`src/rtl/trena_agendador_pkg.sv`:
```
// Shared types for the trena measurement scheduler: FSM state codes and the
// debug code shown when the state register holds an unused value.
package trena_agendador_pkg;

   typedef enum logic [2:0] {
      INICIAL = 3'd0,
      ESPERA  = 3'd1,
      DISPARA = 3'd2,
      AGUARDA = 3'd3,
      CONCLUI = 3'd4,
      FALHA   = 3'd5
   } estado_e;

   localparam logic [2:0] DB_INVALIDO = 3'b111;

   // Counter width for a modulus, never below one bit.
   function automatic int largura(input int m);
      return (m > 1) ? $clog2(m) : 1;
   endfunction

endpackage

```
`src/rtl/trena_agendador_contador_m.sv`:
```
// Modulus-M timer: zera restarts it, conta advances it, fim flags the M-th
// counted cycle. Implemented as a down-counter with a terminal-count compare.
module contador_m
   import trena_agendador_pkg::*;
#(
   parameter int M = 10
) (
   input  logic clk_i,
   input  logic rst_ni,
   input  logic zera_i,
   input  logic conta_i,
   output logic fim_o
);

   localparam int W = largura(M);
   localparam logic [W-1:0] TOPO = W'(M - 1);

   logic [W-1:0] cnt_q, cnt_d;

   always_comb begin
      cnt_d = cnt_q;
      if (zera_i) begin
         cnt_d = TOPO;
      end else if (conta_i) begin
         cnt_d = (cnt_q == '0) ? TOPO : cnt_q - 1'b1;
      end
   end

   always_ff @(posedge clk_i or negedge rst_ni) begin
      if (!rst_ni) begin
         cnt_q <= TOPO;
      end else begin
         cnt_q <= cnt_d;
      end
   end

   assign fim_o = (cnt_q == '0);

endmodule

```
`src/rtl/trena_agendador.sv`:
```
// Measurement scheduler above the trena: triggers on request or periodically,
// waits for completion with timeout and retries, then flags success or error.
//
//  state   | meaning
//  INICIAL | idle, timers held cleared
//  ESPERA  | continuous mode, counting the period to the next trigger
//  DISPARA | one-cycle trigger pulse to the trena, attempt counted
//  AGUARDA | waiting for trena_pronto, timeout running
//  CONCLUI | success: medida_ok pulse, count++, error cleared
//  FALHA   | attempts exhausted: error set
module trena_agendador
   import trena_agendador_pkg::*;
#(
   parameter int PERIODO_CICLOS = 50_000_000,
   parameter int TIMEOUT_CICLOS = 5_000_000,
   parameter int MAX_TENTATIVAS = 3
) (
   input  logic       clock_i,
   input  logic       reset_ni,
   input  logic       mensurar_i,
   input  logic       continuo_i,
   input  logic       trena_pronto_i,
   output logic       trena_mensurar_o,
   output logic       medida_ok_o,
   output logic       erro_o,
   output logic       ocupado_o,
   output logic [7:0] num_medidas_o,
   output logic [2:0] db_estado_o
);

   localparam int TW = $clog2(MAX_TENTATIVAS + 1);
   localparam logic [TW-1:0] MAX_T = TW'(MAX_TENTATIVAS);

   estado_e       estado_q, estado_d;
   logic [TW-1:0] tentativas_q, tentativas_d;
   logic [7:0]    num_q, num_d;
   logic          erro_q, erro_d;
   logic          periodo_fim, timeout_fim;

   // Both timers free-run only in their own state and sit cleared elsewhere,
   // so every entry into ESPERA/AGUARDA starts a full interval.
   contador_m #(.M(PERIODO_CICLOS)) u_periodo (
      .clk_i   (clock_i),
      .rst_ni  (reset_ni),
      .zera_i  (estado_q != ESPERA),
      .conta_i (estado_q == ESPERA),
      .fim_o   (periodo_fim)
   );

   contador_m #(.M(TIMEOUT_CICLOS)) u_timeout (
      .clk_i   (clock_i),
      .rst_ni  (reset_ni),
      .zera_i  (estado_q != AGUARDA),
      .conta_i (estado_q == AGUARDA),
      .fim_o   (timeout_fim)
   );

   always_ff @(posedge clock_i or negedge reset_ni) begin
      if (!reset_ni) begin
         estado_q     <= INICIAL;
         tentativas_q <= '0;
         num_q        <= '0;
         erro_q       <= 1'b0;
      end else begin
         estado_q     <= estado_d;
         tentativas_q <= tentativas_d;
         num_q        <= num_d;
         erro_q       <= erro_d;
      end
   end

   always_comb begin
      estado_d = estado_q;
      case (estado_q)
         INICIAL: begin
            if (mensurar_i)      estado_d = DISPARA;
            else if (continuo_i) estado_d = ESPERA;
         end
         ESPERA: begin
            if (mensurar_i)       estado_d = DISPARA;
            else if (!continuo_i) estado_d = INICIAL;
            else if (periodo_fim) estado_d = DISPARA;
         end
         DISPARA: estado_d = AGUARDA;
         AGUARDA: begin
            // pronto on the expiry cycle still counts as a success
            if (trena_pronto_i)   estado_d = CONCLUI;
            else if (timeout_fim) estado_d = (tentativas_q < MAX_T) ? DISPARA : FALHA;
         end
         CONCLUI, FALHA: estado_d = continuo_i ? ESPERA : INICIAL;
         default: estado_d = INICIAL;
      endcase
   end

   always_comb begin
      tentativas_d = tentativas_q;
      num_d        = num_q;
      erro_d       = erro_q;
      case (estado_q)
         DISPARA: tentativas_d = tentativas_q + 1'b1;
         CONCLUI: begin
            tentativas_d = '0;
            num_d        = num_q + 8'd1;
            erro_d       = 1'b0;
         end
         FALHA: begin
            tentativas_d = '0;
            erro_d       = 1'b1;
         end
         default: ;
      endcase
   end

   always_comb begin
      trena_mensurar_o = 1'b0;
      medida_ok_o      = 1'b0;
      ocupado_o        = 1'b0;
      db_estado_o      = estado_q;
      case (estado_q)
         INICIAL, ESPERA, FALHA: ;
         DISPARA: begin
            trena_mensurar_o = 1'b1;
            ocupado_o        = 1'b1;
         end
         AGUARDA: ocupado_o   = 1'b1;
         CONCLUI: medida_ok_o = 1'b1;
         default: db_estado_o = DB_INVALIDO;
      endcase
   end

   assign erro_o        = erro_q;
   assign num_medidas_o = num_q;

endmodule

```
`config.mk`:
```
export PLATFORM = sky130hd
export DESIGN_NAME = trena_agendador
export DESIGN_NICKNAME = d
export VERILOG_FILES = /design/src/rtl/trena_agendador_pkg.sv /design/src/rtl/trena_agendador_contador_m.sv /design/src/rtl/trena_agendador.sv
export SDC_FILE = /design/constraint.sdc
export NUM_CORES = 1
export LEC_CHECK = 0
export BUFFER_PORTS_ARGS = -buffer_cell sky130_fd_sc_hd__buf_4
export CORE_MARGIN = 2
export CORE_UTILIZATION = 48
export DETAILED_ROUTE_END_ITERATION = 12
export GPL_ROUTABILITY_DRIVEN = 0
export PLACE_DENSITY = 0.67
export SLEW_MARGIN = 10
export SYNTH_ARGS = -nofsm -noshare
export SYNTH_HDL_FRONTEND = slang
export SYNTH_SLANG_ARGS = --single-unit
```
`constraint.sdc`:
```
create_clock -name clock_i -period 3.84 [get_ports clock_i]
set_input_delay 0.576 -clock clock_i [delete_from_list [all_inputs] [get_ports clock_i]]
set_output_delay 0.576 -clock clock_i [all_outputs]
set_load 0.03 [all_outputs]
```
# After elaboration in Yosys (flattened, before gate mapping)
# Index checks and enable logic that the tools add are counted.
# totals
mem_count	0
output_inout_bits	15
reg_bits	63
latch_bits	0
mem_bits_rw	0
rom_bits	0
in_bits	5
# classes
n_reduce_logical	11
eq_ne	10
div_mod_pow	0
n_mul	0
order_cmp	1
n_addsub	4
shift	0
mux	22
bitwise_logic	0
# ops
operator	count
$mux 26	3
$mux 23	3
$mux 3	9
$logic_not 26->1	1
$sub 26x1->26 const B	1
$logic_not 23->1	1
$sub 23x1->23 const B	1
$pmux 3 s5	1
$add 8x1->8 const B	1
$reduce_bool 2->1	4
$eq 3x2->1 const B	2
$eq 3x3->1 const B	2
$ne 3x3->1 const B	2
$reduce_or 6->1	1
$mux 1	4
$ne 4x4->1 const B	1
$pmux 2 s2	1
$reduce_or 2->1	2
$eq 3x1->1 const B	1
$logic_not 3->1	1
$ne 3x1->1 const B	1
$ne 3x2->1 const B	1
$reduce_and 3->1	1
$add 2x1->2 const B	1
other kinds (2)	2

# Depth between registers and ports, before layout
# logic_depth
ltp_word	5
ltp_mapped	9
depth_no_buf	7

# Hierarchy
# Synthesis repeated with hierarchy kept, for this count alone.
# unflattened
hier_cells	379
hier_area_um2	3637.2
# by_module_without_submodules
module	n_inst	area_per_inst_um2	cells_each
contador_m (u_periodo)	1	1492.7	155
contador_m (u_timeout)	1	1383.8	147
trena_agendador	1	760.7	77

# Least setup slack after synthesis
# OpenSTA, ideal clock, no wires.
# synth_path
path_kind	reg2reg
start	reg estado_q[1]
end	reg num_q[7] (netlist: num_medidas_o[7])
stages_incl_launch_ff	7
setup_time_ps	133
t_arrival_ps	2279
required_time_ps	3707
setup_slack_ps	1428
period_less_slack_ps	2412
path_cell_list	dfrtp_1 clkbuf_1 nor3b_1 and4_1 and3_1 nand3_1 xnor2_1
# synth_via
elab_chain_cells	1
# synth_rtl
item	line	rtl
start: declaration	trena_agendador.sv:34	estado_e estado_q, estado_d;
start signal: assignment	trena_agendador.sv:65	estado_q <= estado_d;
$eq 3x3->1	trena_agendador.sv:99	case (estado_q)
end signal: assignment	trena_agendador.sv:67	num_q <= num_d;
end: declaration	trena_agendador.sv:36	logic [7:0] num_q, num_d;
# No other way between the ends.
# A chain may end at the register's enable or synchronous reset.

# Final worst setup path
# layout_path
start	reg u_periodo.cnt_q[0]
end	reg estado_q[0]
# layout_via
elab_chain_cells	3
# layout_rtl
item	line	rtl
start: declaration	trena_agendador_contador_m.sv:18	logic [W-1:0] cnt_q, cnt_d;
start signal: assignment	trena_agendador_contador_m.sv:33	cnt_q <= cnt_d;
$logic_not 26->1	trena_agendador_contador_m.sv:37	assign fim_o = (cnt_q == '0);
$ne 4x4->1 (no line)	--	
$reduce_and 3->1 (no line)	--	
# No other way between the ends.

==> flow_metrics.py <==
metrics = {
    "synth": {
        "yosysMostFrequentCell": "nor2_1",
        "ys_ff_latch": 63,
        "syn_inst": 310,
        "ys_types": 44,
        "synth_top_area_frac": 0.260,
        "synth_ff_type": "dfrtp_1",
        "synth_nets": 320,
        "yosys_warnings": 0,
        "async_flop_share": 1.00,
        "synth_seq_area_share": 0.515,
        "yosys-top-cells-area": "dfstp_2, dfrtp_1, xnor2_1",
        "synth_edf_count": 0,
        "synth_top_cell_by_area": "dfstp_2",
        "netlist_area_um2": 3140,
        "synthTopCellsByCount": "nor2_1, nand2_1, dfrtp_1",
        "syn_area_per_cell_um2": 10.1,
    },
    "sta": {
        "timing.final.crit_share": 0.638,
        "fmax_mhz": 408,
        "period_needed_ns": 2.45,
        "rsz0062_at_grt": "no",
        "drv_slew": 0,
        "setup_viol": 0,
        "tightest_slew_ns": 0.840,
        "clock_skew_ns": 0.00835,
        "slew_headroom": 0.438,
        "fin_setup_tns_ns": 0,
        "hold_slack_ns": 0.325,
        "hold_viol_final": 0,
    },
    "worst_setup_path": {
        "worstSetupStartpointType": "register",
        "reg2reg_to": "estado_q[0]$_DFFE_PN0P_",
        "arrival_ns": 2.65,
        "end_kind": "register",
        "critical_path_class": "reg2reg",
        "critPathMaxFanout": 8,
        "required_ns": 4.04,
        "r2r_start": "u_periodo.cnt_q[0]$_DFF_PN1_",
        "regToRegSetupSlack_ns": 1.39,
        "reg2reg_depth": 7,
        "crit_start": "u_periodo.cnt_q[0]$_DFF_PN1_",
    },
    "global_routing": {
        "grt_antenna_before_repair": 0,
        "grt_pass1_vias": 2078,
        "grt_first_pass_wirelength_um": 9390,
        "track_usage": 0.165,
        "globalRoute.totalOverflow": 0,
        "grt_start_max_net_pins": 64,
    },
    "power_and_ir_drop": {
        "power.leakage_uw": 0.00135,
        "swShare": 0.345,
        "intPower_uw": 1160,
        "power.total_uw": 1770,
        "p_switching_uw": 611,
        "pwr_density_cell_nw_per_um2": 505,
        "p_seq_frac": 0.455,
        "peakVddDrop_v": 0.000343,
        "p_comb_frac": 0.258,
        "p_clk_frac": 0.287,
    },
    "finish": {
        "regArea_um2": 1620,
        "area_growth_syn_to_layout_pct": 11.5,
        "final_nets": 340,
        "multiInputGateArea_um2": 1440,
        "antennaDiodeCount": 0,
        "drive_gt1_frac": 0.257,
        "fillCellCount": 546,
        "utilization": 0.551,
    },
    "clock_tree": {
        "path_clk_slew_ns": 0.07,
        "post_cts_resized": 0,
        "cts-root-buf": "clkbuf_8",
        "cts_buffer_depth": 2,
        "h-tree-depth": 3,
        "cts_made_buffers": 9,
        "insertion_delay_ns": 0.34,
        "hold_buffers": 0,
        "cts_sinks": 63,
        "cts_tree": "done",
        "cts_setup_buffers": 0,
    },
    "floorplan": {
        "start_util": 0.494,
        "rows": 29,
        "dieArea_um2": 7200,
        "die_height_um": 84.9,
        "core-area_um2": 6350,
        "io_pins": 20,
        "die_w_um": 84.9,
    },
    "detailed_routing": {
        "wirelength_um": 5390,
        "ant_nets": 0,
        "viasPerCell": 5.22,
        "drt_iter0_drc": 120,
        "drc": 0,
        "wl_per_cell_um": 13.1,
        "firstDrtPassIters": 4,
        "vias": 2150,
    },
    "place": {
        "io_buffers": 19,
        "dpl.hpwl_um": 3680,
    },
    "run": {
        "cap_violations": 0,
    },
    "min_path": {
        "hold_class": "in2async",
    },
    "outcome": {
        "status": "complete, no violations",
    },
}
## power by group through the flow
stage	logic, µW	clock network [µW]	registers (µW)
floorplan	344	0	810
global placement	456	0	811
global route	511	556	815
CTS	466	525	804
detailed placement	467	0	814
finish	456	508	804
## cell type report
class	count	area share
well taps	77	0.0275
repair buffers	20	0.0429
clock buffers	13	0.0454
clock inverters	3	0.00501
inverters	6	0.00644
multi-input cells	230	0.411
flip-flops and latches	63	0.462
## metrics by stage
step	setup WS, ns	instances	instance area, µm²
3_5_place_dp	1.37	396	3320
4_1_cts	1.37	412	3500
5_1_grt	1.25	412	3500
2_1_floorplan	1.43	310	3140
3_3_place_gp	1.42	396	3320
6_report	1.39	412	3500
## flip-flops by register name (all words and copies together) (netlist names)
name,flops
erro_o,1
estado_q,3
num_medidas_o,8
tentativas_q,2
u_periodo.cnt_q,26
u_timeout.cnt_q,23
## logic make-up after synthesis
kind of cell | after synthesis | share of synthesized area
fa+ha+maj | 5 | 0.0199
buf+inv | 17 | 0.0267
mux | 3 | 0.0104
simple gates | 156 | 0.260
compound gates | 19 | 0.0371
xor+xnor | 47 | 0.131
flops | 63 | 0.515
## worst max path at each step
stage | end | depth (start not counted) | slack [ns]
3_5_place_dp | estado_q[0]$_DFFE_PN0P_ | 7 | 1.37
6_report | estado_q[0]$_DFFE_PN0P_ | 7 | 1.39
5_1_grt | estado_q[0]$_DFFE_PN0P_ | 7 | 1.25
2_1_floorplan | num_medidas_o[7]$_DFFE_PN0P_ | 6 | 1.43
3_3_place_gp | estado_q[0]$_DFFE_PN0P_ | 7 | 1.42
4_1_cts | estado_q[0]$_DFFE_PN0P_ | 7 | 1.37
## metal layers
metal | vias up | global-route usage | wire length (µm)
li1 | 1087 | - | -
met5 | - | 0 | 0
met3 | 10 | 0.0389 | 139
met1 | 1034 | 0.211 | 2570
met4 | 0 | 0.0866 | 108
met2 | 19 | 0.263 | 2570
## cells in the final DEF (no fill, tap or decap), types with 2 or more instances in the layout
| cell | synthesis | layout |
|---|---|---|
| nor4_2 | 2 | 2 |
| buf_4 | 1 | 20 |
| inv_1 | 6 | 6 |
| ha_1 | 5 | 5 |
| clkbuf_1 | 7 | 2 |
| nor3b_1 | 3 | 3 |
| nand2b_1 | 3 | 3 |
| nor4_1 | 9 | 9 |
| nand3b_1 | 2 | 2 |
| xnor2_1 | 31 | 31 |
| dfstp_2 | 31 | 31 |
| o31ai_1 | 2 | 2 |
| nand4_1 | 3 | 3 |
| nand2_1 | 37 | 37 |
| dfrtp_1 | 32 | 32 |
| nor2_1 | 38 | 38 |
| nor3_1 | 20 | 20 |
| a21oi_1 | 7 | 7 |
| or2_2 | 2 | 2 |
| or4_1 | 5 | 5 |
| nand3_1 | 8 | 8 |
| clkinv_2 | 0 | 2 |
| mux2_2 | 2 | 2 |
| o21ai_0 | 5 | 5 |
| nor2b_1 | 3 | 3 |
| clkbuf_8 | 0 | 11 |
| xor2_1 | 16 | 16 |
| and2_1 | 2 | 2 |
| nand2_2 | 10 | 10 |
## worst max-delay path, cell delays in order (launching register included)
cell and delay, ns:
dfstp_2 0.38, inv_1 0.05, ha_1 0.19, or4b_4 0.50, or3_4 0.43, nor4_4 0.26
nand2b_1 0.33, o221ai_1 0.18
(Power assumes the default switching activity.)
